--- config.mk ---
export PLATFORM = sky130hd
export DESIGN_NAME = apu_share_xbar
export DESIGN_NICKNAME = d
export VERILOG_FILES = /design/src/rtl/apu_share_xbar.sv
export SDC_FILE = /design/constraint.sdc
export NUM_CORES = 1
export LEC_CHECK = 0
export ABC_AREA = 1
export CAP_MARGIN = 10
export CORE_AREA = 2 2 298 300
export CTS_BUF_LIST = sky130_fd_sc_hd__clkbuf_2 sky130_fd_sc_hd__clkbuf_4 sky130_fd_sc_hd__clkbuf_8
export DETAILED_ROUTE_END_ITERATION = 8
export DIE_AREA = 0 0 300 302
export PLACE_DENSITY = 0.39
export SYNTH_ARGS = -nofsm -noshare
export SYNTH_HDL_FRONTEND = slang
export SYNTH_SLANG_ARGS = --single-unit
--- constraint.sdc ---
create_clock -name clk_i -period 3.48 [get_ports clk_i]
set_input_delay 0.696 -clock clk_i [delete_from_list [all_inputs] [get_ports clk_i]]
set_output_delay 0.696 -clock clk_i [all_outputs]
set_load 0.005 [all_outputs]
--- src/rtl/apu_share_xbar.sv ---
// apu_share_xbar
//   Shares NAPUS auxiliary processing units (FPU/LNU) among NCPUS cores.
//
//   Downstream: eligible core requests (req=1 and below the per-core
//   outstanding limit) are walked round-robin from ds_ptr. Each one is placed
//   on the lowest-index ready APU not yet taken this cycle. Acks and APU
//   valids are combinational, so the transfer completes in the same cycle.
//   The APU-side tag is {core index, core tag}.
//
//   Upstream: each core owns one registered return slot. When the slot is free,
//   it takes one APU result addressed to that core, chosen round-robin from
//   us_ptr[core], and presents it one cycle after the APU ack.
//
// Ports
//   clk_i, rst_i                     clock, synchronous active-high reset
//   cpu_req_ds_i / cpu_ack_ds_o      core request / accept (per core)
//   cpu_arga_i, cpu_argb_i, cpu_op_i,
//   cpu_flags_ds_i, cpu_tag_ds_i     core request payload (flattened per core)
//   cpu_valid_us_o / cpu_ready_us_i  result valid / core accepts result
//   cpu_result_o, cpu_flags_us_o,
//   cpu_tag_us_o                     registered result payload per core
//   apu_valid_ds_o / apu_ready_ds_i  operation valid / APU accepts
//   apu_arga_o, apu_argb_o, apu_op_o,
//   apu_flags_ds_o, apu_tag_ds_o     operation payload per APU
//   apu_req_us_i / apu_ack_us_o      APU has result / result taken
//   apu_result_i, apu_flags_us_i,
//   apu_tag_us_i                     APU result payload per APU
module apu_share_xbar #(
    parameter int NCPUS    = 4,
    parameter int NAPUS    = 2,
    parameter int WARG     = 32,
    parameter int WRESULT  = 32,
    parameter int WOP      = 4,
    parameter int NDSFLAGS = 2,
    parameter int NUSFLAGS = 9,
    parameter int WCPUTAG  = 5,
    parameter int MAXOUT   = 2,
    parameter int CPUIDW   = (NCPUS > 1) ? $clog2(NCPUS) : 1,
    parameter int WAPUTAG  = WCPUTAG + CPUIDW
) (
    input  logic                        clk_i,
    input  logic                        rst_i,
    input  logic [NCPUS-1:0]            cpu_req_ds_i,
    output logic [NCPUS-1:0]            cpu_ack_ds_o,
    input  logic [NCPUS*WARG-1:0]       cpu_arga_i,
    input  logic [NCPUS*WARG-1:0]       cpu_argb_i,
    input  logic [NCPUS*WOP-1:0]        cpu_op_i,
    input  logic [NCPUS*NDSFLAGS-1:0]   cpu_flags_ds_i,
    input  logic [NCPUS*WCPUTAG-1:0]    cpu_tag_ds_i,
    output logic [NCPUS-1:0]            cpu_valid_us_o,
    input  logic [NCPUS-1:0]            cpu_ready_us_i,
    output logic [NCPUS*WRESULT-1:0]    cpu_result_o,
    output logic [NCPUS*NUSFLAGS-1:0]   cpu_flags_us_o,
    output logic [NCPUS*WCPUTAG-1:0]    cpu_tag_us_o,
    output logic [NAPUS-1:0]            apu_valid_ds_o,
    input  logic [NAPUS-1:0]            apu_ready_ds_i,
    output logic [NAPUS*WARG-1:0]       apu_arga_o,
    output logic [NAPUS*WARG-1:0]       apu_argb_o,
    output logic [NAPUS*WOP-1:0]        apu_op_o,
    output logic [NAPUS*NDSFLAGS-1:0]   apu_flags_ds_o,
    output logic [NAPUS*WAPUTAG-1:0]    apu_tag_ds_o,
    input  logic [NAPUS-1:0]            apu_req_us_i,
    output logic [NAPUS-1:0]            apu_ack_us_o,
    input  logic [NAPUS*WRESULT-1:0]    apu_result_i,
    input  logic [NAPUS*NUSFLAGS-1:0]   apu_flags_us_i,
    input  logic [NAPUS*WAPUTAG-1:0]    apu_tag_us_i
);

    localparam int APUIDW = (NAPUS > 1) ? $clog2(NAPUS) : 1;
    localparam int CNTW   = $clog2(MAXOUT + 1);

    // ------------------------------------------------------------------
    // Downstream allocation
    // ------------------------------------------------------------------
    logic [CPUIDW-1:0]             ds_ptr;
    logic [CPUIDW-1:0]             ds_ptr_nxt;
    logic [CPUIDW-1:0]             ds_last;
    logic [CPUIDW-1:0]             ds_cidx;
    logic                          ds_any;
    logic                          ds_found;
    logic [NCPUS-1:0]              eligible;
    logic [NCPUS-1:0]              cpu_grant;
    logic [NAPUS-1:0]              apu_busy;
    logic [NAPUS-1:0][CPUIDW-1:0]  apu_src;
    logic [NCPUS-1:0][CNTW-1:0]    out_cnt;
    logic [NCPUS-1:0]              us_hs;

    assign us_hs = cpu_valid_us_o & cpu_ready_us_i;

    // A core sitting at the limit may still issue in a cycle where one of its
    // results is being retired, so the counter never exceeds MAXOUT.
    always_comb begin
        eligible = '0;
        for (int unsigned i = 0; i < NCPUS; i++) begin
            eligible[i] = !rst_i && cpu_req_ds_i[i] &&
                          ((int'(out_cnt[i]) < MAXOUT) || us_hs[i]);
        end
    end

    always_comb begin
        apu_busy  = '0;
        apu_src   = '0;
        cpu_grant = '0;
        ds_any    = 1'b0;
        ds_last   = '0;
        ds_cidx   = '0;
        ds_found  = 1'b0;
        for (int unsigned k = 0; k < NCPUS; k++) begin
            ds_cidx  = CPUIDW'((32'(ds_ptr) + k) % NCPUS);
            ds_found = 1'b0;
            if (eligible[ds_cidx]) begin
                for (int unsigned j = 0; j < NAPUS; j++) begin
                    if (!ds_found && apu_ready_ds_i[j] && !apu_busy[j]) begin
                        ds_found           = 1'b1;
                        apu_busy[j]        = 1'b1;
                        apu_src[j]         = ds_cidx;
                        cpu_grant[ds_cidx] = 1'b1;
                        ds_any             = 1'b1;
                        ds_last            = ds_cidx;
                    end
                end
            end
        end
        ds_ptr_nxt = ds_any ? CPUIDW'((32'(ds_last) + 1) % NCPUS) : ds_ptr;
    end

    assign cpu_ack_ds_o   = cpu_grant;
    assign apu_valid_ds_o = apu_busy;

    always_comb begin
        apu_arga_o     = '0;
        apu_argb_o     = '0;
        apu_op_o       = '0;
        apu_flags_ds_o = '0;
        apu_tag_ds_o   = '0;
        for (int unsigned j = 0; j < NAPUS; j++) begin
            if (apu_busy[j]) begin
                apu_arga_o[j*WARG +: WARG]             = cpu_arga_i[apu_src[j]*WARG +: WARG];
                apu_argb_o[j*WARG +: WARG]             = cpu_argb_i[apu_src[j]*WARG +: WARG];
                apu_op_o[j*WOP +: WOP]                 = cpu_op_i[apu_src[j]*WOP +: WOP];
                apu_flags_ds_o[j*NDSFLAGS +: NDSFLAGS] = cpu_flags_ds_i[apu_src[j]*NDSFLAGS +: NDSFLAGS];
                apu_tag_ds_o[j*WAPUTAG +: WAPUTAG]     = {apu_src[j], cpu_tag_ds_i[apu_src[j]*WCPUTAG +: WCPUTAG]};
            end
        end
    end

    always_ff @(posedge clk_i) begin
        if (rst_i) begin
            ds_ptr <= '0;
        end else begin
            ds_ptr <= ds_ptr_nxt;
        end
    end

    // Outstanding counters; decrement saturates at 0 so results of operations
    // dropped by a reset cannot wrap the count.
    always_ff @(posedge clk_i) begin
        if (rst_i) begin
            out_cnt <= '0;
        end else begin
            for (int unsigned i = 0; i < NCPUS; i++) begin
                if (cpu_grant[i] && !us_hs[i]) begin
                    out_cnt[i] <= out_cnt[i] + CNTW'(1);
                end else if (!cpu_grant[i] && us_hs[i] && (out_cnt[i] != '0)) begin
                    out_cnt[i] <= out_cnt[i] - CNTW'(1);
                end
            end
        end
    end

    // ------------------------------------------------------------------
    // Upstream return
    // ------------------------------------------------------------------
    logic [NCPUS-1:0][APUIDW-1:0]  us_ptr;
    logic [NCPUS-1:0][APUIDW-1:0]  us_win;
    logic [NCPUS-1:0]              us_free;
    logic [NCPUS-1:0]              us_take;
    logic [APUIDW-1:0]             us_aidx;

    always_comb begin
        us_free      = '0;
        us_take      = '0;
        us_win       = '0;
        us_aidx      = '0;
        apu_ack_us_o = '0;
        for (int unsigned i = 0; i < NCPUS; i++) begin
            us_free[i] = !cpu_valid_us_o[i] || cpu_ready_us_i[i];
            for (int unsigned k = 0; k < NAPUS; k++) begin
                us_aidx = APUIDW'((32'(us_ptr[i]) + k) % NAPUS);
                if (!us_take[i] && !rst_i && us_free[i] && apu_req_us_i[us_aidx] &&
                    (apu_tag_us_i[us_aidx*WAPUTAG + WCPUTAG +: CPUIDW] == CPUIDW'(i))) begin
                    us_take[i] = 1'b1;
                    us_win[i]  = us_aidx;
                end
            end
            if (us_take[i]) begin
                apu_ack_us_o[us_win[i]] = 1'b1;
            end
        end
    end

    always_ff @(posedge clk_i) begin
        if (rst_i) begin
            cpu_valid_us_o <= '0;
            cpu_result_o   <= '0;
            cpu_flags_us_o <= '0;
            cpu_tag_us_o   <= '0;
            us_ptr         <= '0;
        end else begin
            for (int unsigned i = 0; i < NCPUS; i++) begin
                if (us_take[i]) begin
                    cpu_valid_us_o[i]                    <= 1'b1;
                    cpu_result_o[i*WRESULT +: WRESULT]   <= apu_result_i[us_win[i]*WRESULT +: WRESULT];
                    cpu_flags_us_o[i*NUSFLAGS +: NUSFLAGS] <= apu_flags_us_i[us_win[i]*NUSFLAGS +: NUSFLAGS];
                    cpu_tag_us_o[i*WCPUTAG +: WCPUTAG]   <= apu_tag_us_i[us_win[i]*WAPUTAG +: WCPUTAG];
                    us_ptr[i]                            <= APUIDW'((32'(us_win[i]) + 1) % NAPUS);
                end else if (us_free[i]) begin
                    cpu_valid_us_o[i] <= 1'b0;
                end
            end
        end
    end

    // A returned tag naming a nonexistent core is never acked and would stall
    // that APU forever; flag it in simulation.
    for (genvar j = 0; j < NAPUS; j++) begin : g_tag_chk
        assert property (@(posedge clk_i) disable iff (rst_i)
            apu_req_us_i[j] |-> (int'(apu_tag_us_i[j*WAPUTAG + WCPUTAG +: CPUIDW]) < NCPUS));
    end

endmodule

======== After elaboration in Yosys (flattened, before gate mapping) ========
Cells that the tools add are included.
operators by class
  bitwise gates (word level) .............. 11
  muxes and demuxes ....................... 155
  eq/ne operators ......................... 6
  $mul .................................... 18
  reduce and logical (&&, ||, !) cells .... 115
  add/sub/neg operators ................... 28
  $lt $le $gt $ge ......................... 28
  shift-type cells ........................ 30
operators with widths
  operator             number
  $shiftx 128x8->32    4
  $shiftx 64x7->32     4
  $mux 32              4
  $shiftx 14x6->2      8
  $mux 4               22
  $mux 1               78
  $mux 2               37
  $shiftx 18x6->9      4
  $logic_and 1x1->1    66
  $shiftx 14x5->5      4
  $mul 1x3->4 const B  12
  $add 4x3->5 const B  8
  $shiftx 20x6->5      2
  $shiftx 16x5->4      2
  $or 4x4->4           7
  $logic_not 1->1      27
  $lt 1x2->1 const B   12
  $reduce_bool 2->1    12
  $mul 1x4->5 const B  4
  $shiftx 8x4->2       2
  $mux 7               2
  $add 2x1->2 const B  6
  $lt 2x3->1 const B   4
  $mul 2x3->5 const B  2
  15 further kinds     58
word-level totals
  bits in registers ....................... 202
  output and inout bits ................... 350
  word-level logic and storage cells ...... 416
  bits of input ports ..................... 410

======== Depth between registers and ports, before layout ========
  depth after elaboration ................. 42
  depth in mapped cells ................... 20
  gate-level depth less buffers ........... 19

======== Worst setup path before layout ========
No wires, ideal clock.
  kind .................................... reg-to-output
  start point ............................. register ds_ptr[0]
  end point ............................... output port apu_arga_o[33]
  stages on the path, launching flop included .. 19
  path buffers ............................ 4
  data required time ...................... 2.784 ns
  arrival ................................. 2.553 ns
  setup slack ............................. 0.231 ns
  path through ............................ dfxtp_1 buf_4 inv_2 buf_6 ha_1 inv_1 nand3_1 nand2_1 nand3_2 o21ai_1 inv_1 nand2_1 o211ai_2 nand2_4 inv_4 buf_6 buf_2 o211ai_1 nand2_1
on the way
  cells in the longest elaborated chain, start to end .. 22
  elaborated cells on any way between the ends .. 54
  classes of those cells .................. 3 x add/sub; 1 x shift; 32 x mux; 18 x reduce/logical
ends and longest elaborated chain
  item                                                         line      RTL
  start, declared                                              75        logic [CPUIDW-1:0] ds_ptr;
  start signal, assigned                                       151       ds_ptr <= ds_ptr_nxt;
  $bmux 1 s2                                                   111       if (eligible[ds_cidx]) begin
  $mux 1 (implied by the code)                                 111
  $mux 2                                                       111
  $logic_not 1->1                                              113       if (!ds_found && apu_ready_ds_i[j] && !apu_busy[j]) begin
  $logic_and 1x1->1                                            113
  $mux 1                                                       113
  $mux 2 / $mux 1 (equally long branches)                      111
  $logic_not 1->1                                              113
  [6 not listed]                                               --
  $mux 1, on equally long branches                             111, 113
  $logic_not 1->1 / $mux 2 (equally long branches)             113, 111
  $logic_and 1x1->1 / $logic_not 1->1 (equally long branches)  113
  $logic_and 1x1->1                                            113
  $mux 2                                                       113
  $mux 4                                                       111
  $shiftx 128x8->32                                            138       apu_arga_o[j*WARG +: WARG] = cpu_arga_i[apu_src[j]*WARG +: WARG];
  $mux 32 (*)                                                  137       if (apu_busy[j]) begin
  end, declared                                                57        output logic [NAPUS*WARG-1:0] apu_arga_o,
Every way passes the cells marked *; elsewhere a longest branch is shown, timed or not. The select of a mux whose other input is x is not followed.

======== Final worst setup path ========
  start point ............................. register ds_ptr[0]
  end point ............................... output port apu_argb_o[46]
on the way
  cells in the longest elaborated chain, start to end .. 22
  elaborated cells on any way between the ends .. 54
  classes of those cells .................. 3 x add/sub; 1 x shift; 32 x mux; 18 x reduce/logical
ends and longest elaborated chain
  item                                                         line      RTL
  $bmux 1 s2                                                   111
  $mux 1 (implied by the code)                                 111
  $mux 2                                                       111
  $logic_not 1->1                                              113
  $logic_and 1x1->1                                            113
  $mux 1                                                       113
  $mux 2 / $mux 1 (equally long branches)                      111
  $logic_not 1->1                                              113
  [6 not listed]                                               --
  $mux 1, on equally long branches                             111, 113
  $logic_not 1->1 / $mux 2 (equally long branches)             113, 111
  $logic_and 1x1->1 / $logic_not 1->1 (equally long branches)  113
  $logic_and 1x1->1                                            113
  $mux 2                                                       113
  $mux 4                                                       111
  $shiftx 128x8->32                                            139       apu_argb_o[j*WARG +: WARG] = cpu_argb_i[apu_src[j]*WARG +: WARG];
  $mux 32 (*)                                                  137
  end, declared                                                58        output logic [NAPUS*WARG-1:0] apu_argb_o,
Marked as above.

==> results.toml <==
[clock_network]
cts.sink_count = 202
cts_buffers = 41
hold_buffers = 0
ctsLongestPathBuffers = 3
cts_tree = "built"
clkTransAtPathRegs_ns = 0.06
clk_latency_ns = 0.61
htreeDepth = 2
root_buffer = "clkbuf_8"

[timing]
post-route-period-util_pct = 115
finalHoldViolCount = 0
fin_tns_setup_ns = -62.35
tightest_slew_ns = 0.848
min_period_ns = 4.01
hold_ws_ns = 0.464
grt_setup_unrepaired = "yes"
fmax_ghz = 0.249
fin_skew_ns = 0.0483
setup_viol = 161
fin_ws_ns = -0.531
final_max_slew_viol_count = 0
worst_slew_margin_rel_pct = 43.4

[worst_setup_path]
cp.arrival_ns = 3.31
r2r_start = "ds_ptr[0]$_SDFFE_PP0P_"
cpMostUsedCell = "nand3_4"
start_kind = "flop"
reg2reg_depth = 29
required_ns = 2.78
r2r_end = "ds_ptr[1]$_SDFFE_PP0P_"
crit_type = "flop to output pin"
slowest_stage = "dfxtp_2"
path_cells = "inv_2, ha_4, inv_6, nand3_4, nand2_4, nand3_4, nand2_4, nand3_4, nor2_4, nand2_2, nand3_4, buf_12, inv_8, buf_12, buf_16, buf_6, buf_6, or2_1, nand3_1, nand2_1, buf_2"
cp-end-kind = "output pin"
crit_end = "apu_argb_o[46]"
r2r_setup_slack_ns = -0.01
crit_path_max_fanout = 6
worst-path-buf-inv = 9
crit_family = "simple AND/OR/NAND/NOR gates"
crit_cells = 21
critPathMaxStageDelay_ns = 0.34
crit_start = "ds_ptr[0]$_SDFFE_PP0P_"

[global_route]
antenna_found_initial = 34
grt_start_max_net_pins = 75
use_met1_pct = 29.3
met3_usage_pct = 7.86
grt.total_usage_pct = 24.1
grt_pass1_wl_mm = 161
grt-ovfl-total = 0
met2_usage_pct = 41.2
busiest_layer = "met2"
grt_pass1_vias = 22500

[finish]
final_cell_area_um2 = 31700
multi_input_area_um2 = 11000
fillers = 9407
nNetsFinal = 4358
stdcell_count = 5147
final_util_pct = 36.2
syn2layout_area_growth_pct = 96.5
seqCellArea_um2 = 4050
drive_gt1_share_pct = 24.7

[place]
routabilityCongestion = 0.878
io_buffers = 759
placed_area_um2 = 26300
dp_cells = 4834
dp_hpwl_mm = 82.6

[floorplanning]
design.core.area_um2 = 87600
rows = 109
start_util_pct = 18.4
fp.dieW_um = 300
dieArea_um2 = 90600
die_y_um = 302
num_io_pins = 760

[detailed_routing]
drt_iter0_markers = 1521
drtPass1Iterations = 6
dr_total_vias = 23300
postRouteAntennaNets = 0
wl_per_cell_um = 23.0
avgViaCountPerCell = 4.52
wirelength_mm = 118
drc = 0

[power]
p_leak_nw = 14.9
irDropWorstVdd_mv = 0.417
p_per_area_nw_per_um2 = 781

[synth]
ys_seq_area_share_pct = 25.1
synth-edff-count = 0
yosysMostFrequentCell = "nand2_1"
syn_area_per_cell_um2 = 5.55
synthTopCellsByArea = "dfxtp_1 (25%), nand2_1 (21%), inv_1 (9.1%)"
synth_commonest_cells = "nand2_1 (913), inv_1 (389), nor2_1 (311)"
synth_ff_type = "dfxtp_1"
synth_nets = 3322
yosysWarnings = 0
synth.top_cell.area_share_pct = 25.1
synth_top_cell_by_area = "dfxtp_1"
synth-async-reset-ratio_pct = 0
ys_seq_elements = 202
syn_area_um2 = 16100
syn_inst = 2904
synthDistinctLibCells = 35

[outcome]
status = "finished, violations left"
violations = "negative setup slack"

[min_path]
min-delay-path-class = "flop to flop"

[job]
max_cap_viol_count = 0
==> how the worst min path moves through the flow <==
stage                                            endpoint                             from  depth (start not counted)
after floorplan                    us_ptr[0]$_SDFFE_PP0N_           us_ptr[0]$_SDFFE_PP0N_                          2
after global placement      cpu_result_o[41]$_SDFFE_PP0N_    cpu_result_o[41]$_SDFFE_PP0N_                          2
after detailed placement  cpu_flags_us_o[17]$_SDFFE_PP0N_  cpu_flags_us_o[17]$_SDFFE_PP0N_                          2
after CTS                    cpu_tag_us_o[5]$_SDFFE_PP0N_     cpu_tag_us_o[5]$_SDFFE_PP0N_                          2
after global routing         cpu_tag_us_o[7]$_SDFFE_PP0N_     cpu_tag_us_o[7]$_SDFFE_PP0N_                          2
final                        cpu_tag_us_o[7]$_SDFFE_PP0N_     cpu_tag_us_o[7]$_SDFFE_PP0N_                          2
==> stage by stage <==
| stage | power [mW] | setup slack, ns |
|---|---|---|
| 4_1_cts | 22.5 | -0.622 |
| 3_3_place_gp | 15.6 | -1.37 |
| 3_5_place_dp | 15.6 | -1.39 |
| 2_1_floorplan | 8.11 | 0.231 |
| 6_report | 24.7 | -0.531 |
| 5_1_grt | 26.1 | -0.720 |
==> placed cells by master, fill, tap and decap left out, types with 14 or more instances in the layout <==
cell type / instances
nand2_1: 816
clkdlybuf4s50_1: 592
inv_1: 378
nor2_1: 250
o21ai_0: 247
buf_4: 214
dfxtp_1: 199
a21oi_1: 173
buf_2: 108
o211ai_1: 106
buf_6: 105
buf_12: 80
nand2_2: 71
nand3_1: 69
clkbuf_8: 51
o21ai_1: 48
a31oi_1: 46
nand3_2: 42
nor2_2: 36
or2_1: 35
buf_8: 34
buf_16: 32
nand2_4: 30
nor2_4: 28
o21ai_2: 18
nand3_4: 17
diode_2: 16
clkbuf_4: 14
==> registers in the layout, indices dropped and copies added, names as in the netlist <==
| name | flops |
|---|---|
| cpu_flags_us_o | 36 |
| us_ptr | 4 |
| cpu_valid_us_o | 4 |
| cpu_tag_us_o | 20 |
| cpu_result_o | 128 |
| ds_ptr | 2 |
| out_cnt | 8 |
==> worst min-delay path: cells and delay by family, from the launching register on <==
family	cells	cell delay [ns]
compound gates	1	0.05
simple gates	1	0.06
flops	1	0.30
==> cell families after synthesis <==
family	synth area share [%]
AND/OR/NAND/NOR	35.5
AO/OA/AOI/OAI	23.5
buffers and inverters	15.3
flip-flops	25.1
adder cells (fa/ha/maj)	0.621
==> layer usage <==
| layer | vias to the layer above | part of all wire, % |
|---|---|---|
| li1 | 11300 | - |
| met1 | 10800 | 41 |
| met2 | 861 | 48 |
| met3 | 190 | 8.6 |
| met4 | 36 | 2.6 |
| met5 | - | 0.18 |
==> report_power, final <==
part	switching (mW)	leakage, nW	internal (mW)
Sequential	0.130	1.66	2.51
Clock	1.16	0.456	1.54
Combinational	9.60	12.8	9.81
==> area by class of cell <==
cell class	count	share of cell area (%)
diodes	16	0.126
clock buffers	65	2.55
clock inverters	4	0.186
inverters	398	4.95
multi-input cells	2100	34.6
flip-flops and latches	202	12.8
well taps	1165	4.60
repair buffers	1195	40.1
repair inverters	2	0.0711
==> what timing repair did <==
action / 4_1_cts / 5_1_grt
pin swaps: 158 / 194
setup buffers: 123 / 81
resized for setup: 864 / 398
endpoints found under the setup margin: 162 / 164
gates cloned: 39 / 16
Note: power is estimated with default switching activity, not from simulation.
